===== src/rtl/uart_rx_fifo.sv =====
// uart_rx_fifo: byte queue behind a UART receiver, first-word-fall-through.
// Ports: clk, rst (async, active high); i_rx_dv/i_rx_byte push one byte per
//   rising edge of i_rx_dv; o_data/o_valid/i_ready pop the head byte;
//   o_count/o_full/o_empty report occupancy; o_overflow is a sticky
//   dropped-byte flag cleared by i_clr_ovf.
//   Optional macro RX_FIFO_AF_EN adds the registered o_almost_full output
//   (count >= AF_LEVEL).
module uart_rx_fifo #(
   parameter int DEPTH    = 16,
   parameter int ADDR_W   = 4,
   parameter int AF_LEVEL = 12
) (
   input  logic              clk,
   input  logic              rst,
   input  logic              i_rx_dv,
   input  logic [7:0]        i_rx_byte,
   output logic [7:0]        o_data,
   output logic              o_valid,
   input  logic              i_ready,
   output logic [ADDR_W:0]   o_count,
   output logic              o_full,
   output logic              o_empty,
   output logic              o_overflow,
   input  logic              i_clr_ovf
`ifdef RX_FIFO_AF_EN
   ,
   output logic              o_almost_full
`endif
);

   localparam logic [ADDR_W:0] DEPTH_C = (ADDR_W+1)'(DEPTH);

   logic [7:0]        mem_q [DEPTH];
   logic [ADDR_W-1:0] wr_ptr_q, wr_ptr_d;
   logic [ADDR_W-1:0] rd_ptr_q, rd_ptr_d;
   logic [ADDR_W:0]   count_q, count_d;
   logic              ovf_q, ovf_d;
   logic              dv_prev_q;

   logic push, pop, wr_en, full, empty;

   assign full  = (count_q == DEPTH_C);
   assign empty = (count_q == '0);

   always_comb begin
      push     = i_rx_dv & ~dv_prev_q;
      pop      = ~empty & i_ready;
      // a full queue still takes the byte if the head leaves this cycle
      wr_en    = push & (~full | pop);
      wr_ptr_d = wr_ptr_q;
      rd_ptr_d = rd_ptr_q;
      count_d  = count_q;
      if (wr_en) wr_ptr_d = wr_ptr_q + ADDR_W'(1);
      if (pop)   rd_ptr_d = rd_ptr_q + ADDR_W'(1);
      unique case ({wr_en, pop})
         2'b10:   count_d = count_q + (ADDR_W+1)'(1);
         2'b01:   count_d = count_q - (ADDR_W+1)'(1);
         default: count_d = count_q;
      endcase
      // set dominates clear
      ovf_d = (push & full & ~pop) | (ovf_q & ~i_clr_ovf);
   end

   always_ff @(posedge clk or posedge rst) begin
      if (rst) begin
         wr_ptr_q  <= '0;
         rd_ptr_q  <= '0;
         count_q   <= '0;
         ovf_q     <= 1'b0;
         // held high so a strobe already active at release is not a new edge
         dv_prev_q <= 1'b1;
      end else begin
         wr_ptr_q  <= wr_ptr_d;
         rd_ptr_q  <= rd_ptr_d;
         count_q   <= count_d;
         ovf_q     <= ovf_d;
         dv_prev_q <= i_rx_dv;
      end
   end

   // storage needs no reset; occupancy alone decides what is valid
   always_ff @(posedge clk) begin
      if (wr_en) mem_q[wr_ptr_q] <= i_rx_byte;
   end

`ifdef RX_FIFO_AF_EN
   localparam logic [ADDR_W:0] AF_C = (ADDR_W+1)'(AF_LEVEL);
   logic af_q;

   always_ff @(posedge clk or posedge rst) begin
      if (rst) af_q <= 1'b0;
      else     af_q <= (count_d >= AF_C);
   end

   assign o_almost_full = af_q;
`endif

   assign o_valid    = ~empty;
   assign o_data     = empty ? 8'h00 : mem_q[rd_ptr_q];
   assign o_count    = count_q;
   assign o_full     = full;
   assign o_empty    = empty;
   assign o_overflow = ovf_q;

endmodule


===== config.mk =====
export PLATFORM = sky130hd
export DESIGN_NAME = uart_rx_fifo
export DESIGN_NICKNAME = d
export VERILOG_FILES = /design/src/rtl/uart_rx_fifo.sv
export SDC_FILE = /design/constraint.sdc
export NUM_CORES = 1
export LEC_CHECK = 0
export CAP_MARGIN = 0
export CELL_PAD_IN_SITES_DETAIL_PLACEMENT = 0
export CELL_PAD_IN_SITES_GLOBAL_PLACEMENT = 1
export CORE_MARGIN = 8
export CORE_UTILIZATION = 50
export CTS_CLUSTER_DIAMETER = 50
export DETAILED_ROUTE_END_ITERATION = 12
export PLACE_DENSITY_LB_ADDON = 0.1
export SYNTH_ARGS = -nofsm -noshare
export SYNTH_HDL_FRONTEND = slang
export SYNTH_SLANG_ARGS = --single-unit

===== constraint.sdc =====
create_clock -name clk -period 2.75 [get_ports clk]
set_input_delay 0.825 -clock clk [delete_from_list [all_inputs] [get_ports clk]]
set_output_delay 0.825 -clock clk [all_outputs]
set_load 0.02 [all_outputs]

# ---- After elaboration in Yosys (flattened, before gate mapping)
# Memory sizes are Yosys's and may differ from the RTL's.
# Index checks and enable logic that the tools add are counted.
dict set report word_totals {
  output_inout_bits 17
  register_bits 15
  mem_count 1
  elab_cells 32
  mem_bits_rw 128
}
# name depth word_bits read_ports rd_ports_with_merged_regs write_ports line
set mem_list {}
lappend mem_list {mem_q 16 8 1 0 1 33} ;# logic [7:0] mem_q [DEPTH];
dict set report classes {
  n_addsub 4
  mux 4
  eq_ne 3
  reduce_logical 2
  n_bitwise 13
}
# operator count
set op_table {}
lappend op_table {{case mux 5 bit (2 select lines)} 1}
lappend op_table {{adder 4 x 1 -> 4 bit (second input constant)} 2}
lappend op_table {{two-way mux 8 bit} 1}
lappend op_table {{bitwise AND 1 bit} 6}
lappend op_table {{adder 5 x 1 -> 5 bit (second input constant)} 1}
lappend op_table {{== test 5 bit (second input constant)} 1}
lappend op_table {{zero test 5 bit} 1}
lappend op_table {{NOT 1 bit} 5}
lappend op_table {{subtractor 5 x 1 -> 5 bit (second input constant)} 1}
lappend op_table {{== test 2 x 1 -> 1 bit (second input constant)} 1}
lappend op_table {{== test 2 bit (second input constant)} 1}
lappend op_table {{two-way mux 1 bit} 2}
lappend op_table {{bitwise OR 1 bit} 2}
lappend op_table {{nonzero test 2 bit} 1}

# ---- Logic depth before layout (Yosys ltp)
# Gate-level depths: netlist of run 1.
dict set report logic_depth {
  word_depth 7
  mapped_depth 12
  ltp_nobuf 11
}

# ---- Worst setup path before layout of run 1
# OpenSTA, ideal clock, no wires.
dict set report synth_path {
  path_kind {flip-flop to flip-flop}
  from {reg count_q[0], in the netlist o_count[0]}
  to {reg count_q[4], in the netlist o_count[4]}
  t_arrival_ps 2471
  required_ps 2620
  setup_time_ps 130
  path_stages_with_launch 13
  synth_period_minus_slack_ps 2601
  n_path_buf 1
  slack_ps 149
  cell_sequence {dfrtp_1 nor4_2 nand2b_1 inv_2 buf_2 nor3_1 a21o_2 ha_1 nor2_1 a21boi_0 nor4_1 a221oi_1 xnor2_1}
}
dict set report synth_between {
  elab_chain_cells 7
  elab_cells_between_ends 13
  cone_classes {add/sub: 2; eq/ne: 3; mux: 1; bitwise: 5; reduce/logical: 2}
}
# item line
set synth_rtl {}
lappend synth_rtl {{from (decl)} 36} ;# logic [ADDR_W:0] count_q, count_d;
lappend synth_rtl {{from (signal assigned)} 75} ;# count_q <= count_d;
lappend synth_rtl {{zero test 5 bit (*)} 43} ;# assign empty = (count_q == '0);
lappend synth_rtl {{NOT 1 bit (*)} --}
lappend synth_rtl {{via o_valid} 18} ;# output logic o_valid,
lappend synth_rtl {{bitwise AND 1 bit (*)} 47} ;# pop = ~empty & i_ready;
lappend synth_rtl {{bitwise OR 1 bit} 49} ;# wr_en = push & (~full | pop);
lappend synth_rtl {{bitwise AND 1 bit} 49}
lappend synth_rtl {{== test 2 x 1 -> 1 bit / == test 2 bit (equally long branches)} 55} ;# unique case ({wr_en, pop})
lappend synth_rtl {{case mux 5 bit (2 select lines) / nonzero test 2 bit (equally long branches)} --}
# The timed path passes the listed nets; every way through them passes the cells marked *.
# A chain may end at the register's enable or synchronous reset.

# ---- Final worst setup path of run 1
dict set report layout_path {
  from {reg rd_ptr_q[0]}
  to {out o_data[3]}
}
dict set report layout_between {
  elab_chain_cells 2
}
# item line
set layout_rtl {}
lappend layout_rtl {{from (decl)} 35} ;# logic [ADDR_W-1:0] rd_ptr_q, rd_ptr_d;
lappend layout_rtl {{from (signal assigned)} 74} ;# rd_ptr_q <= rd_ptr_d;
lappend layout_rtl {{memory read (16 x 8 bit)} --}
lappend layout_rtl {{two-way mux 8 bit} 99} ;# assign o_data = empty ? 8'h00 : mem_q[rd_ptr_q];
lappend layout_rtl {{to (decl)} 17} ;# output logic [7:0] o_data,
# No other way between the ends.

==> results of run 1 <==
==> area by class of cell <==
cell class	instances	area (um^2)
Clock buffer	17	425
Timing Repair Buffer	80	808
Clock inverter	14	174
Sequential cell	143	4220
Tap cell	143	179
Multi-Input combinational cell	134	1580
Fill cell	812	3940
Inverter	11	43.8
==> routing by layer <==
| layer | vias up | wire length [um] |
|---|---|---|
| met5 | - | 0 |
| met4 | 0 | 147 |
| met3 | 12 | 529 |
| met2 | 58 | 5770 |
| met1 | 1562 | 5190 |
| li1 | 1389 | - |
==> worst max-delay path, delay by kind of cell (launching register included) <==
family / cells / cell delay [ns]
DFF: 1 / 0.41
muxes: 1 / 0.50
buffers and inverters: 4 / 0.51
AOI/OAI and AO/OA: 2 / 0.28
==> placed cells by master, fill, tap and decap left out, types with 4 or more instances in the layout <==
cell,instances
xnor2_1,7
clkbuf_16,19
clkinvlp_4,4
edfxtp_1,128
buf_4,39
bufinv_16,4
ha_1,7
and2_1,9
buf_6,6
nor4_2,4
mux4_2,32
clkdlybuf4s50_1,18
a22oi_2,13
a21oi_2,6
inv_1,9
nand2_1,7
buf_12,8
nor2_1,8
clkinv_1,5
dfrtp_1,13
==> timing repair <==
action,CTS,global route
gates cloned,1,2
gates resized for setup,56,18
setup endpoints to repair,11,8
pin swaps,1,11
hold buffers,0,0
buffers inserted,3,2
==> flip-flops by register name, summed over array words and instances (netlist names) <==
| name | flops |
|---|---|
| rd_ptr_q | 4 |
| mem_q | 128 |
| o_overflow | 1 |
| dv_prev_q | 1 |
| wr_ptr_q | 4 |
| o_count | 5 |
==> stage by stage <==
step | setup WS [ns] | hold slack [ns] | cells | total power, mW | setup TNS, ns
2_1_floorplan | 0.149 | 0.490 | 303 | 4.31 | 0
3_3_place_gp | -0.156 | 0.510 | 504 | 5.36 | -1.07
3_5_place_dp | -0.187 | 0.528 | 504 | 5.39 | -1.78
4_1_cts | -0.212 | 0.537 | 539 | 7.81 | -1.26
5_1_grt | -0.260 | 0.547 | 542 | 8.32 | -1.65
6_report | -0.199 | 0.533 | 542 | 7.94 | -0.994
==> cells by family (layout without fill, tap and decap cells) <==
family / Yosys count / in the layout
adder cells (fa/ha/maj): 7 / 7
flip-flops: 143 / 143
multiplexers: 36 / 36
buffers and inverters: 26 / 122
AND/OR/NAND/NOR: 45 / 45
AO/OA/AOI/OAI: 36 / 36
XOR/XNOR: 10 / 10
==> worst paths after layout <==
check | cells after the start | slack, ns | startpoint | end
worst max-delay path | 7 | -0.20 | rd_ptr_q[0]$_DFFE_PP0P_ | o_data[3]
worst max register to register | 11 | 0.40 | o_count[0]$_DFFE_PP0P_ | o_count[4]$_DFFE_PP0P_
worst min register to register | 1 | 0.53 | o_count[4]$_DFFE_PP0P_ | o_count[4]$_DFFE_PP0P_
min in group asynchronous | 2 | 0.79 | rst | rd_ptr_q[3]$_DFFE_PP0P_
max in group asynchronous | 2 | 1.52 | rst | rd_ptr_q[0]$_DFFE_PP0P_
worst min-delay path | 1 | 0.53 | o_count[4]$_DFFE_PP0P_ | o_count[4]$_DFFE_PP0P_
==> power breakdown <==
part / internal, mW / total (mW) / switching [mW] / leakage (nW)
sequential: 2.57 / 2.74 / 0.169 / 1.33
combinational: 1.49 / 2.90 / 1.41 / 0.947
clock: 1.49 / 2.30 / 0.812 / 0.278
==> flow_metrics.py, run 1 <==
metrics = {
    "timing": {
        "tightestPinTransition_ns": 0.624,
        "post-route-min-period_ns": 2.95,
        "finClkSkew_ns": 0.00514,
        "rsz0062_at_grt": "true",
        "finalSetupViolations": 8,
        "slew_headroom": 0.584,
        "finalWorstSetupSlack_ns": -0.199,
        "final_max_slew_viol_count": 0,
        "max_freq_mhz": 339,
        "hold_viol": 0,
        "period_share": 1.07,
    },
    "grt": {
        "grt_use_met2": 0.257,
        "top_usage_layer": "met2",
        "grt_use_total": 0.169,
        "met3_usage": 0.0484,
        "grt_pass1_vias": 3185,
        "overflow": 0,
        "antenna_found_initial": 0,
        "grt_max_degree": 24,
        "use_met1": 0.228,
        "grt_pass1_wl_mm": 18.5,
    },
    "clock_tree": {
        "clk_path_buf_depth": 2,
        "cts.clk_slew.worst_paths_ns": 0.06,
        "cts_tree": "done",
        "clk_latency_ns": 0.42,
        "cts-htree-levels": 4,
        "clk_root_buffer_cell": "clkbuf_16",
        "clock-sinks": 143,
        "cts_made_buffers": 17,
    },
    "critical_path": {
        "critPathKind": "flop to output pin",
        "critPathMostFrequentCell": "buf_6",
        "cpMaxStageDelayCell": "mux4_2",
        "cp_cell_sequence": "buf_6 -> buf_12 -> buf_6 -> mux4_2 -> a22oi_2 -> a21oi_1 -> buf_4",
        "crit_fanout": 5,
        "critPathRequiredTime_ns": 1.93,
        "critPathLaunchType": "flop",
        "cpPeakStageDelay_ns": 0.50,
        "end_kind": "output pin",
        "worstPathArrival_ns": 2.12,
    },
    "yosys": {
        "syn_nets": 323,
        "avgSynthCellArea_um2": 19.1,
        "async_flop_share": 0.105,
        "yosysWarnings": 0,
        "synth_fa_ha_area_frac": 0.0151,
        "ys_seq_elements": 143,
        "netlist_area_um2": 5780,
        "synth_compound_area_frac": 0.0446,
        "synth-simple-area-share": 0.0441,
        "synth_mux_area_frac": 0.133,
        "synthCells": 303,
        "netlist_top_cells_count": "128 x edfxtp_1, 32 x mux4_2, 16 x a22oi_1",
        "synth.area.top_cells": "edfxtp_1 66%, mux4_2 12%, dfrtp_1 6.1%",
        "ys_types": 42,
        "synth_top_family_by_area": "multiplexers",
        "yosysMostFrequentCell": "edfxtp_1",
        "synth_edf_count": 128,
        "yosys.area.top_type_share": 0.665,
        "synth-main-ff-cell": "edfxtp_1",
        "synth_area_leader_cell": "edfxtp_1",
        "yosysSeqAreaShare": 0.730,
        "synth_xor_area_frac": 0.0151,
    },
    "cells_and_area": {
        "fin_nets": 407,
        "area_delta_synth_final_pct": 28.5,
        "diodes": 0,
        "drive_gt1_frac": 0.386,
        "design_area_um2": 7430,
        "fin_util": 0.654,
    },
    "job": {
        "maxCapViolCount": 0,
    },
    "floorplanning": {
        "rows": 39,
        "dieArea_um2": 15300,
        "die_y_um": 124,
        "io_pins": 30,
        "start_util": 0.509,
        "coreArea_um2": 11400,
        "dieWidth_um": 124,
    },
    "place": {
        "place_area_um2": 6640,
        "portBuffers": 29,
        "place_congestion": 0.774,
        "dpl.hpwl_mm": 8.02,
    },
    "drt": {
        "viasPerCell": 5.57,
        "wl_mm": 11.6,
        "dr.pass1.iters": 4,
        "drt-initial-drc-count": 276,
        "drc_errors": 0,
        "wire_per_inst_um": 21.5,
        "vias": 3021,
        "detail-route-antenna-nets": 0,
    },
    "run_status": {
        "status": "finished, violations left",
        "failed_checks": "setup timing",
    },
    "power_and_ir_drop": {
        "p_per_area_nw_per_um2": 1070,
        "leakage_nw": 2.56,
        "max-vdd-ir-drop_mv": 0.573,
    },
    "hold_path": {
        "hold_path_class": "flop to flop",
    },
}
Note: power is estimated with default switching activity, not from simulation.
==> run 2: changes to the inputs <==
--- a/config.mk
+++ b/config.mk
@@ -8,7 +8,6 @@
 export CAP_MARGIN = 0
 export CELL_PAD_IN_SITES_DETAIL_PLACEMENT = 0
 export CELL_PAD_IN_SITES_GLOBAL_PLACEMENT = 1
-export CORE_MARGIN = 8
 export CORE_UTILIZATION = 50
 export CTS_CLUSTER_DIAMETER = 50
 export DETAILED_ROUTE_END_ITERATION = 12
==> flow_metrics.py, run 2 (synthesis gave the netlist of run 1 again) <==
metrics = {
    "run_status": {
        "status": "finished, violations left",
        "failed_checks": "setup timing",
    },
    "job": {
        "maxCapViolCount": 0,
    },
    "clock_tree": {
        "cts.clk_slew.worst_paths_ns": 0.06,
        "cts-htree-levels": 4,
        "clk_latency_ns": 0.41,
        "cts_hold_buf": 0,
        "cts_tree": "done",
        "clock-sinks": 143,
        "cts_made_buffers": 17,
        "clk_path_buf_depth": 2,
        "clk_root_buffer_cell": "clkbuf_16",
    },
    "timing": {
        "hold_viol": 0,
        "finClkSkew_ns": 0.0105,
        "tns_ns": -0.968,
        "final_max_slew_viol_count": 0,
        "finalWorstSetupSlack_ns": -0.175,
        "max_freq_mhz": 342,
        "post-route-min-period_ns": 2.92,
        "finalSetupViolations": 8,
        "period_share": 1.06,
        "rsz0062_at_grt": "true",
        "slew_headroom": 0.575,
        "tightestPinTransition_ns": 0.635,
    },
    "hold_path": {
        "hold_path.startpoint": "o_count[4]$_DFFE_PP0P_",
        "whs_endpoint": "o_count[4]$_DFFE_PP0P_",
        "hold_path_class": "flop to flop",
        "hold_path_depth": 1,
    },
    "critical_path": {
        "critPathKind": "flop to output pin",
        "reg2reg_depth": 13,
        "r2r_setup_slack_ns": 0.26,
        "critPathLaunchType": "flop",
        "crit_fanout": 5,
        "worstPathArrival_ns": 2.10,
        "r2r_start": "o_count[0]$_DFFE_PP0P_",
        "end_kind": "output pin",
        "r2r_end": "o_count[4]$_DFFE_PP0P_",
        "critPathRequiredTime_ns": 1.93,
    },
    "cells_and_area": {
        "largest_reg_flops": 128,
        "diodes": 0,
        "layoutNonFillerInstCount": 543,
        "fin_nets": 410,
        "final_cell_mix": "128 x edfxtp_1, 37 x buf_4, 32 x mux4_2",
        "area_delta_synth_final_pct": 30.2,
        "largest_register": "mem_q",
        "final_common_cell": "edfxtp_1",
        "drive_gt1_frac": 0.404,
    },
    "place": {
        "dp.cells": 505,
        "portBuffers": 29,
        "dp_slack_ns": -0.214,
        "dpl.hpwl_mm": 7.92,
        "place_congestion": 0.785,
    },
    "drt": {
        "vias": 3084,
        "viasPerCell": 5.68,
        "drc_errors": 0,
        "wl_mm": 12.0,
        "detail-route-antenna-nets": 0,
        "dr.pass1.iters": 4,
        "wire_per_inst_um": 22.0,
        "drt-initial-drc-count": 126,
    },
    "floorplanning": {
        "dieArea_um2": 12000,
        "die_y_um": 110,
        "rows": 38,
        "io_pins": 30,
        "start_util": 0.524,
        "coreArea_um2": 11000,
        "dieWidth_um": 110,
    },
    "power_and_ir_drop": {
        "leakage_nw": 2.60,
        "max-vdd-ir-drop_mv": 0.814,
        "p_per_area_nw_per_um2": 1070,
    },
    "grt": {
        "grt_pass1_vias": 3313,
        "grt_use_total": 0.229,
        "grt_pass1_wl_mm": 18.8,
        "overflow": 0,
        "antenna_found_initial": 0,
        "grt_max_degree": 21,
    },
}
-- run 2: changes by cell type in the layout (fill, tap and decap cells not counted), moves of 3 or more --
cell,change
buf_12,+8
buf_16,+3
clkinv_1,-5
clkinv_2,+4
-- run 2: power by group --
part	switching [mW]	leakage, nW	internal (mW)
clock	0.848	0.276	1.33
sequential	0.163	1.33	2.57
combinational	1.45	0.997	1.67
total	2.46	2.60	5.57
-- run 2: per-layer routing --
layer | wire length, um | part of all wire | global-route usage
met2 | 6120 | 0.51 | 0.372
met4 | 59 | 0.0049 | 0.0752
met5 | 0 | 0 | 0
met1 | 5230 | 0.44 | 0.316
met3 | 557 | 0.047 | 0.0427
-- run 2: worst max-delay path: stages (launching register included) --
cell	delay, ns
dfrtp_2	0.42
buf_12	0.14
buf_12	0.13
buf_16	0.13
mux4_2	0.43
a22oi_2	0.18
a21oi_1	0.10
buf_4	0.16
-- run 2: cell type report --
cell class | instances | area (um^2)
multi-input cells | 134 | 1580
flip-flops and latches | 143 | 4220
well taps | 140 | 175
clock inverters | 14 | 143
inverters | 11 | 41.3
fillers | 748 | 3500
clock buffers | 18 | 429
repair buffers | 83 | 938
-- run 2: timing repair --
action                     4_1_cts  5_1_grt
setup endpoints to repair       11        9
cloned                           3        0
buffers inserted                 3        0
gates resized for setup         59       11
pin swaps                       10        6
-- run 2: worst max-delay path by stage --
| stage | from | to | slack, ns | depth (start not counted) |
|---|---|---|---|---|
| global route | rd_ptr_q[0]$_DFFE_PP0P_ | o_data[3] | -0.23 | 7 |
| CTS | rd_ptr_q[0]$_DFFE_PP0P_ | o_data[3] | -0.23 | 7 |
| finish | rd_ptr_q[0]$_DFFE_PP0P_ | o_data[3] | -0.17 | 7 |
| detailed placement | rd_ptr_q[0]$_DFFE_PP0P_ | o_data[3] | -0.21 | 5 |
| global placement | rd_ptr_q[0]$_DFFE_PP0P_ | o_data[3] | -0.17 | 5 |
| floorplan | o_count[0]$_DFFE_PP0P_ | o_count[4]$_DFFE_PP0P_ | 0.15 | 12 |
-- run 2: metrics by stage --
| step | total power [mW] | hold WS (ns) | utilization | area (um^2) |
|---|---|---|---|---|
| final | 8.03 | 0.530 | 0.683 | 7530 |
| after global routing | 8.40 | 0.573 | 0.683 | 7530 |
| after CTS | 8.03 | 0.535 | 0.680 | 7500 |
| after detailed placement | 5.52 | 0.524 | 0.612 | 6750 |
| after global placement | 5.49 | 0.510 | 0.612 | 6750 |
| after floorplan | 4.31 | 0.490 | - | 5780 |
